==> src/rtl/dmem_pkg.sv <==
// Shared definitions for the data_mem controller: default widths and FSM state encoding.
package dmem_pkg;

  localparam int DMEM_ADDR_W  = 8;
  localparam int DMEM_RDATA_W = 8;
  localparam int DMEM_WDATA_W = 16;

  typedef enum logic [1:0] {
    ST_IDLE  = 2'd0,
    ST_WRITE = 2'd1,
    ST_READ  = 2'd2,
    ST_DRAIN = 2'd3
  } state_t;

endpackage

==> src/rtl/rsp_fifo2.sv <==
// Two-entry response FIFO carrying a read beat and its last flag; head is always presented.
module rsp_fifo2 #(
  parameter int W = 8
) (
  input  logic         clk,
  input  logic         rst,
  input  logic         push,
  input  logic [W-1:0] push_data,
  input  logic         push_last,
  input  logic         pop,
  output logic [W-1:0] head_data,
  output logic         head_last,
  output logic         full,
  output logic         empty
);

  logic [W-1:0] data_q [2];
  logic         last_q [2];
  logic         wr_ptr;
  logic         rd_ptr;
  logic [1:0]   cnt;
  logic         do_push;
  logic         do_pop;

  assign full      = (cnt == 2'd2);
  assign empty     = (cnt == 2'd0);
  assign do_push   = push && !full;
  assign do_pop    = pop && !empty;
  assign head_data = data_q[rd_ptr];
  assign head_last = last_q[rd_ptr];

  always_ff @(posedge clk or posedge rst) begin
    if (rst) begin
      data_q[0] <= '0;
      data_q[1] <= '0;
      last_q[0] <= 1'b0;
      last_q[1] <= 1'b0;
      wr_ptr    <= 1'b0;
      rd_ptr    <= 1'b0;
      cnt       <= 2'd0;
    end else begin
      if (do_push) begin
        data_q[wr_ptr] <= push_data;
        last_q[wr_ptr] <= push_last;
        wr_ptr         <= ~wr_ptr;
      end
      if (do_pop) rd_ptr <= ~rd_ptr;
      // Simultaneous push and pop leaves the occupancy unchanged.
      case ({do_push, do_pop})
        2'b10:   cnt <= cnt + 2'd1;
        2'b01:   cnt <= cnt - 2'd1;
        default: cnt <= cnt;
      endcase
    end
  end

endmodule

==> src/rtl/data_mem_ctrl.sv <==
// Request front-end for data_mem: single writes and flow-controlled burst reads
// through a two-entry response FIFO.
module data_mem_ctrl
  import dmem_pkg::*;
#(
  parameter int ADDR_W  = DMEM_ADDR_W,
  parameter int RDATA_W = DMEM_RDATA_W,
  parameter int WDATA_W = DMEM_WDATA_W
) (
  input  logic               clk,
  input  logic               rst,
  input  logic               req_valid,
  output logic               req_ready,
  input  logic               req_write,
  input  logic [ADDR_W-1:0]  req_addr,
  input  logic [ADDR_W-1:0]  req_len,
  input  logic [WDATA_W-1:0] req_wdata,
  output logic               rsp_valid,
  input  logic               rsp_ready,
  output logic [RDATA_W-1:0] rsp_data,
  output logic               rsp_last,
  output logic               mem_we,
  output logic [ADDR_W-1:0]  mem_w_addr,
  output logic [WDATA_W-1:0] mem_w_data,
  output logic [ADDR_W-1:0]  mem_r_addr,
  input  logic [RDATA_W-1:0] mem_r_data
);

  state_t            state;
  state_t            state_nxt;
  logic [ADDR_W-1:0] rd_addr_p0;
  logic [ADDR_W-1:0] len_p0;
  logic [ADDR_W-1:0] idx_p0;
  logic              vld_p1;
  logic              last_p1;
  logic              accept;
  logic              issue;
  logic              is_last_issue;
  logic              pop;
  logic              fifo_full;
  logic              fifo_empty;
  logic              head_last;
  logic [1:0]        occ;
  logic [2:0]        outstanding;

  assign req_ready     = (state == ST_IDLE) && !rst;
  assign accept        = req_valid && req_ready;
  assign mem_we        = (state == ST_WRITE);
  assign rsp_valid     = !fifo_empty;
  assign rsp_last      = rsp_valid && head_last;
  assign pop           = rsp_valid && rsp_ready;
  assign occ           = fifo_full ? 2'd2 : (fifo_empty ? 2'd0 : 2'd1);
  // A beat popped on this edge frees its slot, so back-to-back issue is sustained.
  assign outstanding   = {1'b0, occ} + {2'b00, vld_p1} - {2'b00, pop};
  assign issue         = (state == ST_READ) && (outstanding < 3'd2);
  assign is_last_issue = (idx_p0 == len_p0);

  always_comb begin
    state_nxt = state;
    case (state)
      ST_IDLE:  if (accept) state_nxt = req_write ? ST_WRITE : ST_READ;
      ST_WRITE: state_nxt = ST_IDLE;
      ST_READ:  if (issue && is_last_issue) state_nxt = ST_DRAIN;
      ST_DRAIN: if (pop && rsp_last) state_nxt = ST_IDLE;
      default:  state_nxt = ST_IDLE;
    endcase
  end

  // Stage p0: request capture and address issue
  always_ff @(posedge clk or posedge rst) begin
    if (rst) begin
      state      <= ST_IDLE;
      mem_w_addr <= '0;
      mem_w_data <= '0;
      mem_r_addr <= '0;
      rd_addr_p0 <= '0;
      len_p0     <= '0;
      idx_p0     <= '0;
    end else begin
      state <= state_nxt;
      if (accept && req_write) begin
        mem_w_addr <= req_addr;
        mem_w_data <= req_wdata;
      end
      if (accept && !req_write) begin
        rd_addr_p0 <= req_addr;
        len_p0     <= req_len;
        idx_p0     <= '0;
      end
      if (issue) begin
        mem_r_addr <= rd_addr_p0;
        rd_addr_p0 <= rd_addr_p0 + ADDR_W'(1);
        idx_p0     <= idx_p0 + ADDR_W'(1);
      end
    end
  end

  // Stage p1: beat in flight, data returns on mem_r_data
  always_ff @(posedge clk or posedge rst) begin
    if (rst) begin
      vld_p1  <= 1'b0;
      last_p1 <= 1'b0;
    end else begin
      vld_p1  <= issue;
      last_p1 <= issue && is_last_issue;
    end
  end

  // Stage p2: returned beat captured into the response FIFO
  rsp_fifo2 #(
    .W (RDATA_W)
  ) u_rsp_fifo (
    .clk       (clk),
    .rst       (rst),
    .push      (vld_p1),
    .push_data (mem_r_data),
    .push_last (last_p1),
    .pop       (pop),
    .head_data (rsp_data),
    .head_last (head_last),
    .full      (fifo_full),
    .empty     (fifo_empty)
  );

endmodule
==> config.mk <==
export PLATFORM = sky130hd
export DESIGN_NAME = data_mem_ctrl
export DESIGN_NICKNAME = d
export VERILOG_FILES = /design/src/rtl/dmem_pkg.sv /design/src/rtl/rsp_fifo2.sv /design/src/rtl/data_mem_ctrl.sv
export SDC_FILE = /design/constraint.sdc
export NUM_CORES = 1
export LEC_CHECK = 0
export BUFFER_PORTS_ARGS = -buffer_cell sky130_fd_sc_hd__clkbuf_2
export CAP_MARGIN = 20
export CELL_PAD_IN_SITES_DETAIL_PLACEMENT = 1
export CELL_PAD_IN_SITES_GLOBAL_PLACEMENT = 2
export CORE_ASPECT_RATIO = 0.9
export CORE_MARGIN = 2
export CORE_UTILIZATION = 39
export CTS_BUF_LIST = sky130_fd_sc_hd__clkbuf_8
export DETAILED_ROUTE_END_ITERATION = 6
export PLACE_DENSITY_LB_ADDON = 0.1
export SYNTH_ARGS = -nofsm -noshare
export SYNTH_HDL_FRONTEND = slang
export SYNTH_SLANG_ARGS = --single-unit
==> constraint.sdc <==
create_clock -name clk -period 6.04 [get_ports clk]
set_input_delay 0.906 -clock clk [delete_from_list [all_inputs] [get_ports clk]]
set_output_delay 0.906 -clock clk [all_outputs]
set_load 0.1 [all_outputs]
; ---- Yosys cells after proc, flatten, opt, wreduce, memory -nomap -nowiden
; Cells that the tools add are included.
[totals]
output_inout_bits = 44
inputBits = 45
reg_bits = 82
elab_cells = 85
[classes]
bitwise = 4
muxes = 24
order_cmp = 4
reduce_logical = 21
addsub = 6
n_eq_ne = 10
[ops]
columns = cell, count
row1 = $mux 8, 8
row2 = $add 8x1->8 const B, 2
row3 = $bwmux 16, 1
row4 = $logic_and 1x1->1, 12
row5 = $mux 2, 5
row6 = $demux 8 s1, 1
row7 = $eq 2x2->1 const B, 4
row8 = $eq 8x8->1, 1
row9 = $pmux 2 s4, 1
row10 = $mux 1, 5
row11 = $eq 2x1->1 const B, 2
row12 = $ge 2x2->1 const B, 2
row13 = $logic_not 1->1, 4
row14 = $logic_not 2->1, 2
row15 = $ne 2x2->1 const B, 2
row16 = $not 1->2, 2
row17 = $pmux 2 s2, 1
row18 = $reduce_bool 2->1, 2
row19 = $add 2x1->3, 1
row20 = $lt 3x2->1 const B, 1
row21 = $reduce_and 3->1, 1
row22 = $sub 3x1->3, 1
row23 = $add 2x1->2 const B, 1
row24 = $bwmux 2, 1
row25 = other kinds (5), 6

; ---- Logic depth before layout (Yosys ltp)
[logic_depth]
ltp_word = 10
mapped_depth = 9
ltp_nobuf = 9

; ---- Cells and area by module
; From an unflattened synthesis, not the netlist that was laid out.
[hier_totals]
cells_unflattened = 307
hier_area_um2 = 3674.8
[modules_own_cells]
columns = module, area_each_um2, seq_area_each_um2, cells_each, instances
row1 = data_mem_ctrl, 2678.8, 1501.4, 240, 1
row2 = rsp_fifo2, 996.0, 550.5, 67, 1

; ---- Least setup slack after synthesis
; No wires, ideal clock.
[synth_path]
path_type = in2out
startpoint = input rst
endpoint = output req_ready
arrival_time_ns = 2.933
required_ns = 5.134
cell_stages = 1
slack_ns = 2.201
path_cell_list = nor3_1
[synth_via]
elab_chain_len = 2
[synth_lines]
columns = item, line
row1 = "start, declared", data_mem_ctrl.sv:11  ; input logic rst,
row2 = $logic_not 1->1 (no source line), n/a
row3 = $logic_and 1x1->1, data_mem_ctrl.sv:46  ; assign req_ready = (state == ST_IDLE) && !rst;
row4 = "end, declared", data_mem_ctrl.sv:13  ; output logic req_ready,
; No other way between the ends.

; ---- Worst setup path in the final report
[layout_path]
startpoint = register u_rsp_fifo.cnt[0]
endpoint = register rd_addr_p0[1]
[layout_via]
elab_chain_len = 8
elab_cells_between_ends = 12
[layout_lines]
columns = item, line
row1 = "start, declared", rsp_fifo2.sv:21  ; logic [1:0] cnt;
row2 = "start signal, assigned", rsp_fifo2.sv:50  ; 2'b10: cnt <= cnt + 2'd1;
row3 = "start signal, assigned", rsp_fifo2.sv:51  ; 2'b01: cnt <= cnt - 2'd1;
row4 = "start signal, assigned", rsp_fifo2.sv:52  ; default: cnt <= cnt;
row5 = $logic_not 2->1, rsp_fifo2.sv:26  ; assign empty = (cnt == 2'd0);
row6 = $mux 1, data_mem_ctrl.sv:52  ; assign occ = fifo_full ? 2'd2 : (fifo_empty ? 2'd0 : 2'd1);
row7 = $mux 2, data_mem_ctrl.sv:52
row8 = $add 2x1->3, data_mem_ctrl.sv:54  ; assign outstanding = {1'b0, occ} + {2'b00, vld_p1} - {2'b00, pop};
row9 = $sub 3x1->3 (*), data_mem_ctrl.sv:54
row10 = $lt 3x2->1 (*), data_mem_ctrl.sv:55  ; assign issue = (state == ST_READ) && (outstanding < 3'd2);
row11 = $logic_and 1x1->1 (*), data_mem_ctrl.sv:55
row12 = named net issue, data_mem_ctrl.sv:37  ; logic issue;
row13 = $mux 8 or $reduce_bool 2->1 (tied branches), n/a
row14 = "end signal, assigned", data_mem_ctrl.sv:86  ; rd_addr_p0 <= req_addr;
row15 = "end signal, assigned", data_mem_ctrl.sv:92  ; rd_addr_p0 <= rd_addr_p0 + ADDR_W'(1);
row16 = "end, declared", data_mem_ctrl.sv:31  ; logic [ADDR_W-1:0] rd_addr_p0;
; Mark *: on every way through the listed nets, which the timed path passes. The rest lies on a longest branch.
; A chain may end at the register's enable or synchronous reset.

==> metrics.md <==
| Metric | Value |
|---|---|
| Run status | `finished clean` |
| Portion of synthesized cell area occupied by the leading cell type | `0.550` |
| Via Count | `2652` |
| Min-Delay Startpoint | `len_p0[7]$_DFFE_PP0P_` |
| WL/cell | `roughly 17 um` |
| First-pass GRT wire length | `14700 um` |
| Number of instances on the worst hold path | `2` |
| Core utilization of the finished layout | `0.488` |
| Capture endpoint of the worst hold path | `len_p0[7]$_DFFE_PP0P_` |
| Clock Tree Root | `clkbuf_8` |
| Floorplan core area | `9210 um^2` |
| Clock-pin slew on the worst setup and hold paths | `about 80 ps` |
| Top delay family on crit path | `simple AND/OR/NAND/NOR gates` |
| Unrepaired setup endpoints after global routing | `false` |
| Total Negative Setup Slacks | `0 ps` |
| Synth Instances | `302` |
| Postcts setup bufs | `0` |
| Cell with the largest stage delay on the worst path | `xor3_1` |
| Total power divided by cell area | `306 nW/um^2` |
| Maximum net fanout on the critical path | `19` |
| IO buf count | `88` |
| Area of all placed cells without fillers | `4490 um^2` |
| Clock buffers created by TritonCTS | `9` |
| Kind of end point of the critical path | `flop` |
| Syn_area_per_cell | `12.4 um^2` |
| Relative slew margins | `0.355` |
| Timing-limited maximum frequency | `0.341 GHz` |
| Actual transition at the worst max-transition pin | `963 ps` |
| Final weighted congestion in routability-driven placement | `0.791` |
| Initial antenna violation count | `0` |
| Area growth syn-to-layout | `20.3%` |
| Worst clock skew | `6.74 ps` |
| Worst flop-to-flop path startpoint | `u_rsp_fifo.cnt[0]$_DFFE_PP0P_` |
| Clock latency on the worst-skew pair | `350 ps` |
| Highest-count cells in the layout ignoring fill and taps | `clkbuf_2, dfrtp_1, mux2_2, nand2_1` |
| Residual overflow from global routing | `0` |
| Count of unresolved DRC violations after routing | `0` |
| Cell depth of the worst flop-to-flop path | `9` |
| Clock sinks | `82` |
| Cells traversed along the worst timing path | `nor2_1, inv_1, and2_1, ha_1, nor2b_1, xor3_1, nand2_2, inv_2, a221o_1` |
| CTS-repair resized insts | `0` |
| Wire length the detailed router placed on met1 | `3840 um` |
| Mapped Area | `3730 um^2` |
| Final setup violation count | `0` |
| Number of H-tree branching levels | `3` |
| Crit start category | `flop` |
| Hold Crit Class | `flop to flop` |
| Static leakage | `about 0.0023 uW` |
| Fraction of final layout cells sized beyond drive strength 1 | `0.425` |
| Total global routing track utilization | `0.184` |
| Detailed route wirelength on metal3 | `407 um` |
| Effective utilization at floorplan | `0.405` |
| TritonCTS clock tree | `yes` |
| Die ar. | `between 10000 and 15000 um^2` |
| Nets@finish | `about 440` |
| Number of pins exceeding their max-slew limit in the final report | `0` |
| Routed vias/inst | `just over 5` |
| Dominant cells by area after synthesis | `dfrtp_1, mux2_2, nand2_1` |
| R2R Setup Slk | `3110 ps` |
| Slowest stage delay, CP | `470 ps` |
| # Max-Cap Violations | `0` |
| Worst endpoint data arrival time | `3170 ps` |
| CP Class | `flop to flop` |
| Share of the clock period used by the worst path after layout | `0.485` |
| Site row count | `33` |
| Maximum buffer depth of the clock tree | `2` |
| Boundary pin count | `89` |
| Library cells used by synthesis | `44` |
| Area leader, netlist | `dfrtp_1` |
| Antenna-violating nets left | `0` |
| Sequential share of the synthesized area | `0.550` |
| Pin count of the biggest net entering global routing | `46` |
| Required time of the critical path | `about 6300 ps` |
| Placed Area | `4290 um^2` |
| Number of flip-flops and latches in the synthesized netlist | `82` |
| Total nets after synthesis | `351` |
| Most frequent standard cell in the layout excluding fill and tap cells | `clkbuf_2` |
| Sum of internal, switching and leakage power | `between 1000 and 1500 uW` |
| Count of inserted antenna diode cells | `0` |
| Sum of buffers and inverters on the critical path | `2` |
| Final-layout fill cell count | `just over 1k` |
| Count of warnings emitted by yosys | `0` |
| Reg-to-reg endpoint | `rd_addr_p0[1]$_DFFE_PP0P_` |
| Via count of the first global-routing pass | `2893` |
| DR WL met2 | `4490 um` |
| Y dimension of the die | `96.8 um` |
| Count of final hold-check violations | `0` |
| Top metal layer carrying routed signals | `met4` |
| Total detailed-routing wirelength | `8790 um` |
| CTS Hold Buffers Added | `0` |
| HPWL Detailed | `6290 um` |
| Die W | `107 um` |
| Max IR drop VDD | `182 uV` |
| Number of DRC markers in iteration 0 | `84` |
| 1st-pass router iterations | `4` |
| Time the worst path needs with I/O delays and setup | `between 2000 and 3000 ps` |
## worst max path at each step
stage	start	to	slack, ps	depth (start not counted)
floorplan	rst	req_ready	2200	1
global placement	rsp_ready	rd_addr_p0[1]$_DFFE_PP0P_	2870	8
detailed placement	rsp_ready	rd_addr_p0[1]$_DFFE_PP0P_	2770	8
CTS	u_rsp_fifo.cnt[0]$_DFFE_PP0P_	rd_addr_p0[1]$_DFFE_PP0P_	3110	9
global route	u_rsp_fifo.cnt[0]$_DFFE_PP0P_	rd_addr_p0[1]$_DFFE_PP0P_	2900	9
finish	u_rsp_fifo.cnt[0]$_DFFE_PP0P_	rd_addr_p0[1]$_DFFE_PP0P_	3110	9
## flip-flops by register name (all words and copies together) (netlist names)
signal and cells:
u_rsp_fifo.cnt 2, u_rsp_fifo.data_q 16, u_rsp_fifo.wr_ptr 1, vld_p1 1, len_p0 8, idx_p0 8
state 2, mem_w_addr 8, mem_w_data 16, last_p1 1, u_rsp_fifo.last_q 2, mem_r_addr 8
u_rsp_fifo.rd_ptr 1, rd_addr_p0 8
## cell families (layout without fill, tap and decap cells)
family / Yosys count / after routing / synth area share
multiplexers: 62 / 62 / 0.186
AND/OR/NAND/NOR: 89 / 89 / 0.117
flip-flops: 82 / 82 / 0.550
XOR/XNOR: 16 / 16 / 0.0453
AO/OA/AOI/OAI: 28 / 28 / 0.0617
adder cells (fa/ha/maj): 4 / 4 / 0.0134
buffers and inverters: 21 / 117 / 0.0265
## Yosys cell counts
| library cell | n |
|---|---|
| dfrtp_1 | 82 |
| mux2_2 | 58 |
| nand2_1 | 35 |
| xnor2_1 | 12 |
| inv_1 | 10 |
| nor2_1 | 10 |
| nand3_1 | 8 |
| nor3_1 | 6 |
| o221ai_1 | 6 |
| a221o_1 | 4 |
| and2_1 | 4 |
| buf_2 | 4 |
| ha_1 | 4 |
| mux2i_1 | 4 |
| nand2b_1 | 4 |
| nand4_1 | 4 |
| nor2b_1 | 4 |
| a211oi_1 | 3 |
| and3_1 | 3 |
| clkbuf_1 | 3 |
| o211ai_1 | 3 |
| a32oi_1 | 2 |
| and4_1 | 2 |
| buf_6 | 2 |
| inv_2 | 2 |
| nor2_2 | 2 |
| or3_1 | 2 |
| or4_1 | 2 |
| xor2_1 | 2 |
| a21boi_0 | 1 |
| a21oi_1 | 1 |
| a21oi_2 | 1 |
| a31o_2 | 1 |
| a31oi_1 | 1 |
| a32o_1 | 1 |
| nand2_2 | 1 |
| nor4_1 | 1 |
| o21ai_0 | 1 |
| o21ai_1 | 1 |
| o311a_1 | 1 |
| o31a_1 | 1 |
| or4b_1 | 1 |
| xnor3_1 | 1 |
| xor3_1 | 1 |
## report_power, final
group / internal [uW] / switching [uW]
sequential: 569 / 30.5
combinational: 96.2 / 263
clock: 226 / 189
## cell type report
| type | count | area [um^2] | share of cell area |
|---|---|---|---|
| clock buffer | 9 | 124 | 0.0276 |
| sequential | 82 | 2050 | 0.457 |
| clock inverter | 6 | 76.3 | 0.0170 |
| tap | 122 | 153 | 0.0340 |
| multi-input combinational | 199 | 1580 | 0.353 |
| timing repair buffer | 90 | 455 | 0.101 |
| inverter | 12 | 46.3 | 0.0103 |
## tightest hold or removal path, stage by stage (launching register included)
cell     delay [ps]
dfrtp_1         360
nand2_1          50
nand2_1          60
## metal layers
metal,global-route usage,vias to the layer above
li1,-,1260
met1,0.233,1331
met2,0.304,57
met3,0.0600,4
met4,0.0450,0
met5,0,-
## through the flow
stage	setup WS, ps	cells	hold slack [ps]
floorplan	2200	302	464
detailed placement	2770	505	489
global route	2900	520	524
finish	3110	520	504
CTS	3110	520	509
global placement	2870	505	481
No activity file was read; power rests on OpenSTA's default activity.
